[config.mk]
export PLATFORM = sky130hd
export DESIGN_NAME = po_run_sequencer_flat
export DESIGN_NICKNAME = d
export VERILOG_FILES = /design/src/rtl/po_run_sequencer_if.sv /design/src/rtl/po_run_sequencer.sv /design/src/flat_wrapper.sv
export SDC_FILE = /design/constraint.sdc
export NUM_CORES = 1
export LEC_CHECK = 0
export BUFFER_PORTS_ARGS = -buffer_cell sky130_fd_sc_hd__buf_2
export CORE_ASPECT_RATIO = 0.9
export CORE_MARGIN = 3
export CORE_UTILIZATION = 35
export DETAILED_ROUTE_END_ITERATION = 8
export GPL_TIMING_DRIVEN = 0
export PLACE_DENSITY_LB_ADDON = 0.05
export SLEW_MARGIN = 0
export SYNTH_ARGS = -nofsm -noshare
export SYNTH_HDL_FRONTEND = slang
export SYNTH_SLANG_ARGS = --single-unit
[constraint.sdc]
create_clock -name clk -period 6.4 [get_ports clk]
set_input_delay 0.64 -clock clk [delete_from_list [all_inputs] [get_ports clk]]
set_output_delay 0.64 -clock clk [all_outputs]
set_load 0.05 [all_outputs]
[src/rtl/po_run_sequencer_if.sv]
// rtl/po_run_sequencer_if.sv - go/done/recovery-reset handshake between the run sequencer and the PO core
interface po_run_sequencer_if;
  logic core_go_o;
  logic core_reset_o;
  logic core_done_i;

  modport master (
    output core_go_o,
    output core_reset_o,
    input  core_done_i
  );

  modport slave (
    input  core_go_o,
    input  core_reset_o,
    output core_done_i
  );
endinterface

[src/rtl/po_run_sequencer.sv]
// rtl/po_run_sequencer.sv - launches batches of PO core runs, times each run, recovers hung runs
module po_run_sequencer #(
  parameter int CYCLE_W      = 32,
  parameter int TOTAL_W      = 40,
  parameter int RUNS_W       = 8,
  parameter int GO_CYCLES    = 1,
  parameter int RESET_CYCLES = 4
) (
  input  logic                clk,
  input  logic                reset,
  input  logic                start_i,
  input  logic                abort_i,
  input  logic [RUNS_W-1:0]   num_runs_i,
  input  logic [CYCLE_W-1:0]  timeout_limit_i,
  po_run_sequencer_if.master  core,
  output logic                busy_o,
  output logic                run_valid_o,
  output logic [CYCLE_W-1:0]  run_cycles_o,
  output logic [RUNS_W-1:0]   run_index_o,
  output logic [TOTAL_W-1:0]  total_cycles_o,
  output logic                batch_done_o,
  output logic                timeout_o
);

  localparam int GO_W  = $clog2(GO_CYCLES + 1);
  localparam int RST_W = $clog2(RESET_CYCLES + 1);
  localparam int SUM_W = TOTAL_W + 1;

  typedef enum logic [2:0] {S_IDLE, S_GO, S_WAIT, S_REPORT, S_RECOVER} state_t;

  state_t state, state_next;

  logic               done_prev;
  logic [CYCLE_W-1:0] cyc;
  logic [CYCLE_W-1:0] limit;
  logic [RUNS_W-1:0]  num_runs;
  logic [RUNS_W-1:0]  run_idx;
  logic [GO_W-1:0]    go_cnt;
  logic [RST_W-1:0]   rst_cnt;

  logic               done_rise;
  logic               running;
  logic               last_run;
  logic               timed_out;
  logic               start_ok;
  logic [CYCLE_W-1:0] run_len;
  logic [SUM_W-1:0]   sum_ext;

  // A done level that was already high before this cycle never completes a run.
  assign done_rise = core.core_done_i & ~done_prev;
  assign running   = (state == S_GO) || (state == S_WAIT);
  assign start_ok  = (state == S_IDLE) && start_i;
  assign run_len   = cyc + CYCLE_W'(1);
  assign timed_out = (limit != '0) && (run_len == limit);
  assign last_run  = (run_idx + RUNS_W'(1)) == num_runs;
  assign sum_ext   = {1'b0, total_cycles_o} + SUM_W'(run_len);

  always_comb begin
    state_next = state;
    case (state)
      S_IDLE: begin
        if (start_i) state_next = S_GO;
      end
      // abort > done edge > watchdog
      S_GO, S_WAIT: begin
        if (abort_i)
          state_next = S_RECOVER;
        else if (done_rise)
          state_next = S_REPORT;
        else if (timed_out)
          state_next = S_RECOVER;
        else if ((state == S_GO) && (go_cnt == GO_W'(GO_CYCLES - 1)))
          state_next = S_WAIT;
      end
      S_REPORT: begin
        state_next = last_run ? S_IDLE : S_GO;
      end
      S_RECOVER: begin
        if (rst_cnt == RST_W'(RESET_CYCLES - 1)) state_next = S_IDLE;
      end
      default: state_next = S_IDLE;
    endcase
  end

  always_ff @(posedge clk) begin
    if (reset) state <= S_IDLE;
    else       state <= state_next;
  end

  always_ff @(posedge clk) begin
    if (reset) begin
      done_prev         <= 1'b0;
      cyc               <= '0;
      limit             <= '0;
      num_runs          <= '0;
      run_idx           <= '0;
      go_cnt            <= '0;
      rst_cnt           <= '0;
      core.core_go_o    <= 1'b0;
      core.core_reset_o <= 1'b0;
      busy_o            <= 1'b0;
      run_valid_o       <= 1'b0;
      run_cycles_o      <= '0;
      run_index_o       <= '0;
      total_cycles_o    <= '0;
      batch_done_o      <= 1'b0;
      timeout_o         <= 1'b0;
    end else begin
      done_prev <= core.core_done_i;

      // Outputs are decoded from the next state so they line up with the state they describe.
      core.core_go_o    <= (state_next == S_GO);
      core.core_reset_o <= (state_next == S_RECOVER);
      busy_o            <= (state_next != S_IDLE);
      run_valid_o       <= (state_next == S_REPORT);
      batch_done_o      <= (state_next == S_REPORT) && last_run;

      go_cnt  <= (state == S_GO) ? go_cnt + GO_W'(1) : '0;
      rst_cnt <= (state == S_RECOVER) ? rst_cnt + RST_W'(1) : '0;
      cyc     <= running ? run_len : '0;

      if (start_ok) begin
        num_runs       <= (num_runs_i == '0) ? RUNS_W'(1) : num_runs_i;
        limit          <= timeout_limit_i;
        run_idx        <= '0;
        total_cycles_o <= '0;
        timeout_o      <= 1'b0;
      end

      if (running && (state_next == S_REPORT)) begin
        run_cycles_o   <= run_len;
        run_index_o    <= run_idx;
        total_cycles_o <= sum_ext[TOTAL_W] ? '1 : sum_ext[TOTAL_W-1:0];
      end

      if (running && (state_next == S_RECOVER)) timeout_o <= 1'b1;

      if ((state == S_REPORT) && !last_run) run_idx <= run_idx + RUNS_W'(1);
    end
  end

endmodule

[src/flat_wrapper.sv]
// flat-port wrapper written by rule: the top's interface ports become plain ports
module po_run_sequencer_flat 
#(
  parameter int CYCLE_W      = 32,
  parameter int TOTAL_W      = 40,
  parameter int RUNS_W       = 8,
  parameter int GO_CYCLES    = 1,
  parameter int RESET_CYCLES = 4
)
  (clk, reset, start_i, abort_i, num_runs_i, timeout_limit_i, busy_o, run_valid_o, run_cycles_o, run_index_o, total_cycles_o, batch_done_o, timeout_o, core_core_go_o, core_core_reset_o, core_core_done_i);
  po_run_sequencer_if core_i ();
  input  logic clk;
  input  logic reset;
  input  logic start_i;
  input  logic abort_i;
  input  logic [RUNS_W-1:0] num_runs_i;
  input  logic [CYCLE_W-1:0] timeout_limit_i;
  output logic busy_o;
  output logic run_valid_o;
  output logic [CYCLE_W-1:0] run_cycles_o;
  output logic [RUNS_W-1:0] run_index_o;
  output logic [TOTAL_W-1:0] total_cycles_o;
  output logic batch_done_o;
  output logic timeout_o;
  output wire logic [$bits(core_i.core_go_o)-1:0] core_core_go_o;
  output wire logic [$bits(core_i.core_reset_o)-1:0] core_core_reset_o;
  input wire logic [$bits(core_i.core_done_i)-1:0] core_core_done_i;
  assign core_core_go_o = core_i.core_go_o;
  assign core_core_reset_o = core_i.core_reset_o;
  assign core_i.core_done_i = core_core_done_i;
  po_run_sequencer #(.CYCLE_W(CYCLE_W), .TOTAL_W(TOTAL_W), .RUNS_W(RUNS_W), .GO_CYCLES(GO_CYCLES), .RESET_CYCLES(RESET_CYCLES)) u_core (.clk(clk), .reset(reset), .start_i(start_i), .abort_i(abort_i), .num_runs_i(num_runs_i), .timeout_limit_i(timeout_limit_i), .core(core_i), .busy_o(busy_o), .run_valid_o(run_valid_o), .run_cycles_o(run_cycles_o), .run_index_o(run_index_o), .total_cycles_o(total_cycles_o), .batch_done_o(batch_done_o), .timeout_o(timeout_o));
endmodule
==> impl_results.md <==
- Status: finished clean
- Setup slack at placement: 0.6615 ns
- Leak: 4.955 nW
- Layout cells sized above 1: 0.1329
- Pins Over Slew Limit: 0
- Post-CTS Setup Repair Bufs: 0
- Non-Filler Instances: 1755
- Residual DRC count: 0
- Clk_skew: 0.01571 ns
- Crit-path cells: nand4_4 -> clkbuf_1 -> or4_1 -> nor2_1 -> xnor2_1 -> inv_1 -> ha_1 -> clkbuf_1 -> and3_1 -> and2_1 -> nand3_1 -> or4_1 -> a21oi_1 -> o31ai_1 -> nor2_1 -> clkbuf_1 -> o21ai_0 -> nand2_1
- CP max-delay cell: or4_1
- Syn Inst Count: 1244
- Pwr dens: 229.3 mW/mm2
- Worst-path fanout max: 10
- CORE AREA: 0.02642 mm2
- Number of global-route vias before repair: 8519
- Final Net Count: 1477
- Post-synthesis sequential element count: 174
- Post-synth EDFFs: 0
- Yosys warnings: 0
- Yosys cell types: 68
- Initial antenna violation count: 0
- IO Port Bufs: 130
- Sequential area share after synthesis: 0.3650
- Max incr delay on CP: 0.68 ns
- Clk pwr share: 0.428
- Total gr overflow: 0
- Post-Place Cells: 1723
- Routed WL: 30480 um
- Tot GR Track Use: 0.2031
- Critical path class: register to register
- CTS root buffer: clkbuf_16
- Clock transition at path regs: 0.08 ns
- Syn_area_per_cell: 7.671 um2
- WP buf/inv: 4
- CTS Buf Count: 17
- FFs w/ async S/R, synth: 0
- H-tree levels: 4
- Delay-heaviest family, CP: simple AND/OR/NAND/NOR gates
- Syn_nets: 1327
- Fin area: 0.01126 mm2
- Min Clock Period, post-route: 5.790 ns
- Data arrival time of the critical path: 6.18 ns
- DR vias: 9096
- Ports: 131
- First-pass GRT wire length: 47510 um
- Initial DRC count: 585
- Total power: 2.582 mW
- Most used cell, CP: clkbuf_1
- Width of the die: 180.1 um
- Post-DP HPWL: 23700 um
- Net Sw Power: 0.7635 mW
- Commonest non-fill, non-tap cells in the layout: nand2_1, dfxtp_1, buf_2, nor2_1, a21oi_1
- Max cap viols: 0
- Internal Power: 1.818 mW
- DP Area: 0.01064 mm2
- CTS sink count: 174
- Setup WS post-layout: 0.6101 ns
- Worst skew pair latency: 0.45 ns
- Placer Congestion: 0.9193
- Full die area: 0.02929 mm2
- Peak VDD IR: 186.0 uV
- Final hold vios: 0
- Seq pwr share: 0.451
- Util after Layout: 0.4263
- Initial Utilization: 0.3613
- Top FF cell, synth: dfxtp_1
- Post-DR wirelength/cell: 17.37 um
- Most common cell after layout, fill and taps aside: nand2_1
- Max Fclk: 172.7 MHz
- Sw Ratio: 0.2957
- Initial DRT Pass Iterations: 5
- Final setup violation count: 0
- Largest net degree at the start of global routing: 19
- Routed Antenna Nets: 0
- Area grow syn2layout: 17.99%
- Post-CTS Hold Buffers: 0
- Core Rows: 56
- Antenna Cells: 0
- Syn Std Cell Area: 0.009543 mm2
- Worst Setup Start Kind: register
- Die height: 162.7 um
- Worst Hold Class: register to register
- Least-Margin Pin Slew: 0.9341 ns
- Rel. slew slack: 0.3715
- Req. time, crit path: 6.79 ns
- Fin crit share: 0.9047
- Share of total power in combinational logic: 0.121
- # resized after CTS: 0
- Setup TNS: 0 ns
- Max Root-Sink Buffers: 2
- RSZ-0062 raised after global routing: no
- CTS tree: built
- Routed vias/inst: 5.183
- CP endpoint kind: register
- Worst hold slack: 0.4307 ns
==> cell families (layout without fill, tap and decap cells) <==
family | count (synthesis) | count (layout) | synth area share
AO/OA/AOI/OAI | 300 | 300 | 0.1941
buffers and inverters | 127 | 290 | 0.05127
flip-flops | 174 | 174 | 0.3650
AND/OR/NAND/NOR | 517 | 517 | 0.2578
XOR/XNOR | 84 | 84 | 0.07709
adder cells (fa/ha/maj) | 39 | 39 | 0.05166
multiplexers | 3 | 3 | 0.003147
==> flip-flops by register name, indices dropped and copies added, names as in the netlist, 3 cells and up <==
name	cells
u_core.total_cycles_o	40
u_core.cyc	32
u_core.limit	32
u_core.run_cycles_o	32
u_core.num_runs	8
u_core.run_idx	8
u_core.run_index_o	8
u_core.rst_cnt	3
u_core.state	3
==> cell usage after synthesis (3+ instances only) <==
master,n,share of area
buf_2,4,0.0021
nand3_1,30,0.016
o32ai_1,3,0.0028
nand2b_1,11,0.0072
nor4b_1,3,0.0028
o211ai_1,6,0.0047
and3_1,16,0.010
or3_1,12,0.0079
o311ai_0,3,0.0028
or2_2,3,0.0020
mux2i_1,3,0.0031
o21ai_0,69,0.036
or4b_2,3,0.0031
nand2_1,204,0.080
o21bai_1,3,0.0024
nor2b_1,12,0.0079
a22oi_1,3,0.0024
a31oi_1,14,0.0092
nor3_1,27,0.014
ha_1,37,0.049
xor2_1,31,0.028
clkbuf_1,63,0.025
and2_1,8,0.0052
o22ai_1,4,0.0026
and4_1,6,0.0055
inv_1,57,0.022
nand3b_1,5,0.0039
xnor2_1,53,0.049
or4_1,10,0.0079
nor2_1,119,0.047
a211oi_1,40,0.031
nand4_1,18,0.012
a21oi_1,102,0.053
dfxtp_1,174,0.37
nor4_1,20,0.013
o21a_1,6,0.0047
o31ai_1,4,0.0031
a21o_1,16,0.013
==> path summary, 6_finish.rpt <==
check	startpoint	depth (start not counted)	endpoint	slack, ns
hold reg to reg	u_core.rst_cnt[0]$_SDFF_PP0_	1	u_core.rst_cnt[0]$_SDFF_PP0_	0.43
setup / recovery	u_core.cyc[5]$_SDFF_PP0_	18	u_core.total_cycles_o[29]$_SDFFE_PP0P_	0.61
setup reg to reg	u_core.cyc[5]$_SDFF_PP0_	18	u_core.total_cycles_o[29]$_SDFFE_PP0P_	0.61
hold / removal	u_core.rst_cnt[0]$_SDFF_PP0_	1	u_core.rst_cnt[0]$_SDFF_PP0_	0.43
==> power groups by stage <==
stage	registers, mW	logic (mW)	clock network, mW
2_1_floorplan	1.23	0.162	0
3_3_place_gp	1.19	0.313	0
3_5_place_dp	1.19	0.313	0
4_1_cts	1.16	0.315	1.14
5_1_grt	1.17	0.346	1.18
6_report	1.16	0.312	1.11
==> layout make-up <==
type | instances | area [um2]
Fill cell | 2795 | 15160
Inverter | 57 | 214.0
Multi-Input combinational cell | 943 | 5577
Buffer | 70 | 275.3
Timing Repair Buffer | 131 | 655.6
Clock buffer | 17 | 425.4
Tap cell | 348 | 435.4
Clock inverter | 15 | 193.9
Sequential cell | 174 | 3483
==> per-layer routing <==
| metal | GRT usage | up-vias | wire length [um] |
|---|---|---|---|
| met5 | 0 | - | 0 |
| met2 | 0.3239 | 197 | 13510 |
| met3 | 0.03640 | 19 | 1423 |
| met4 | 0.04534 | 0 | 348 |
| met1 | 0.2887 | 4221 | 15200 |
| li1 | - | 4659 | - |
(Power assumes the default switching activity.)
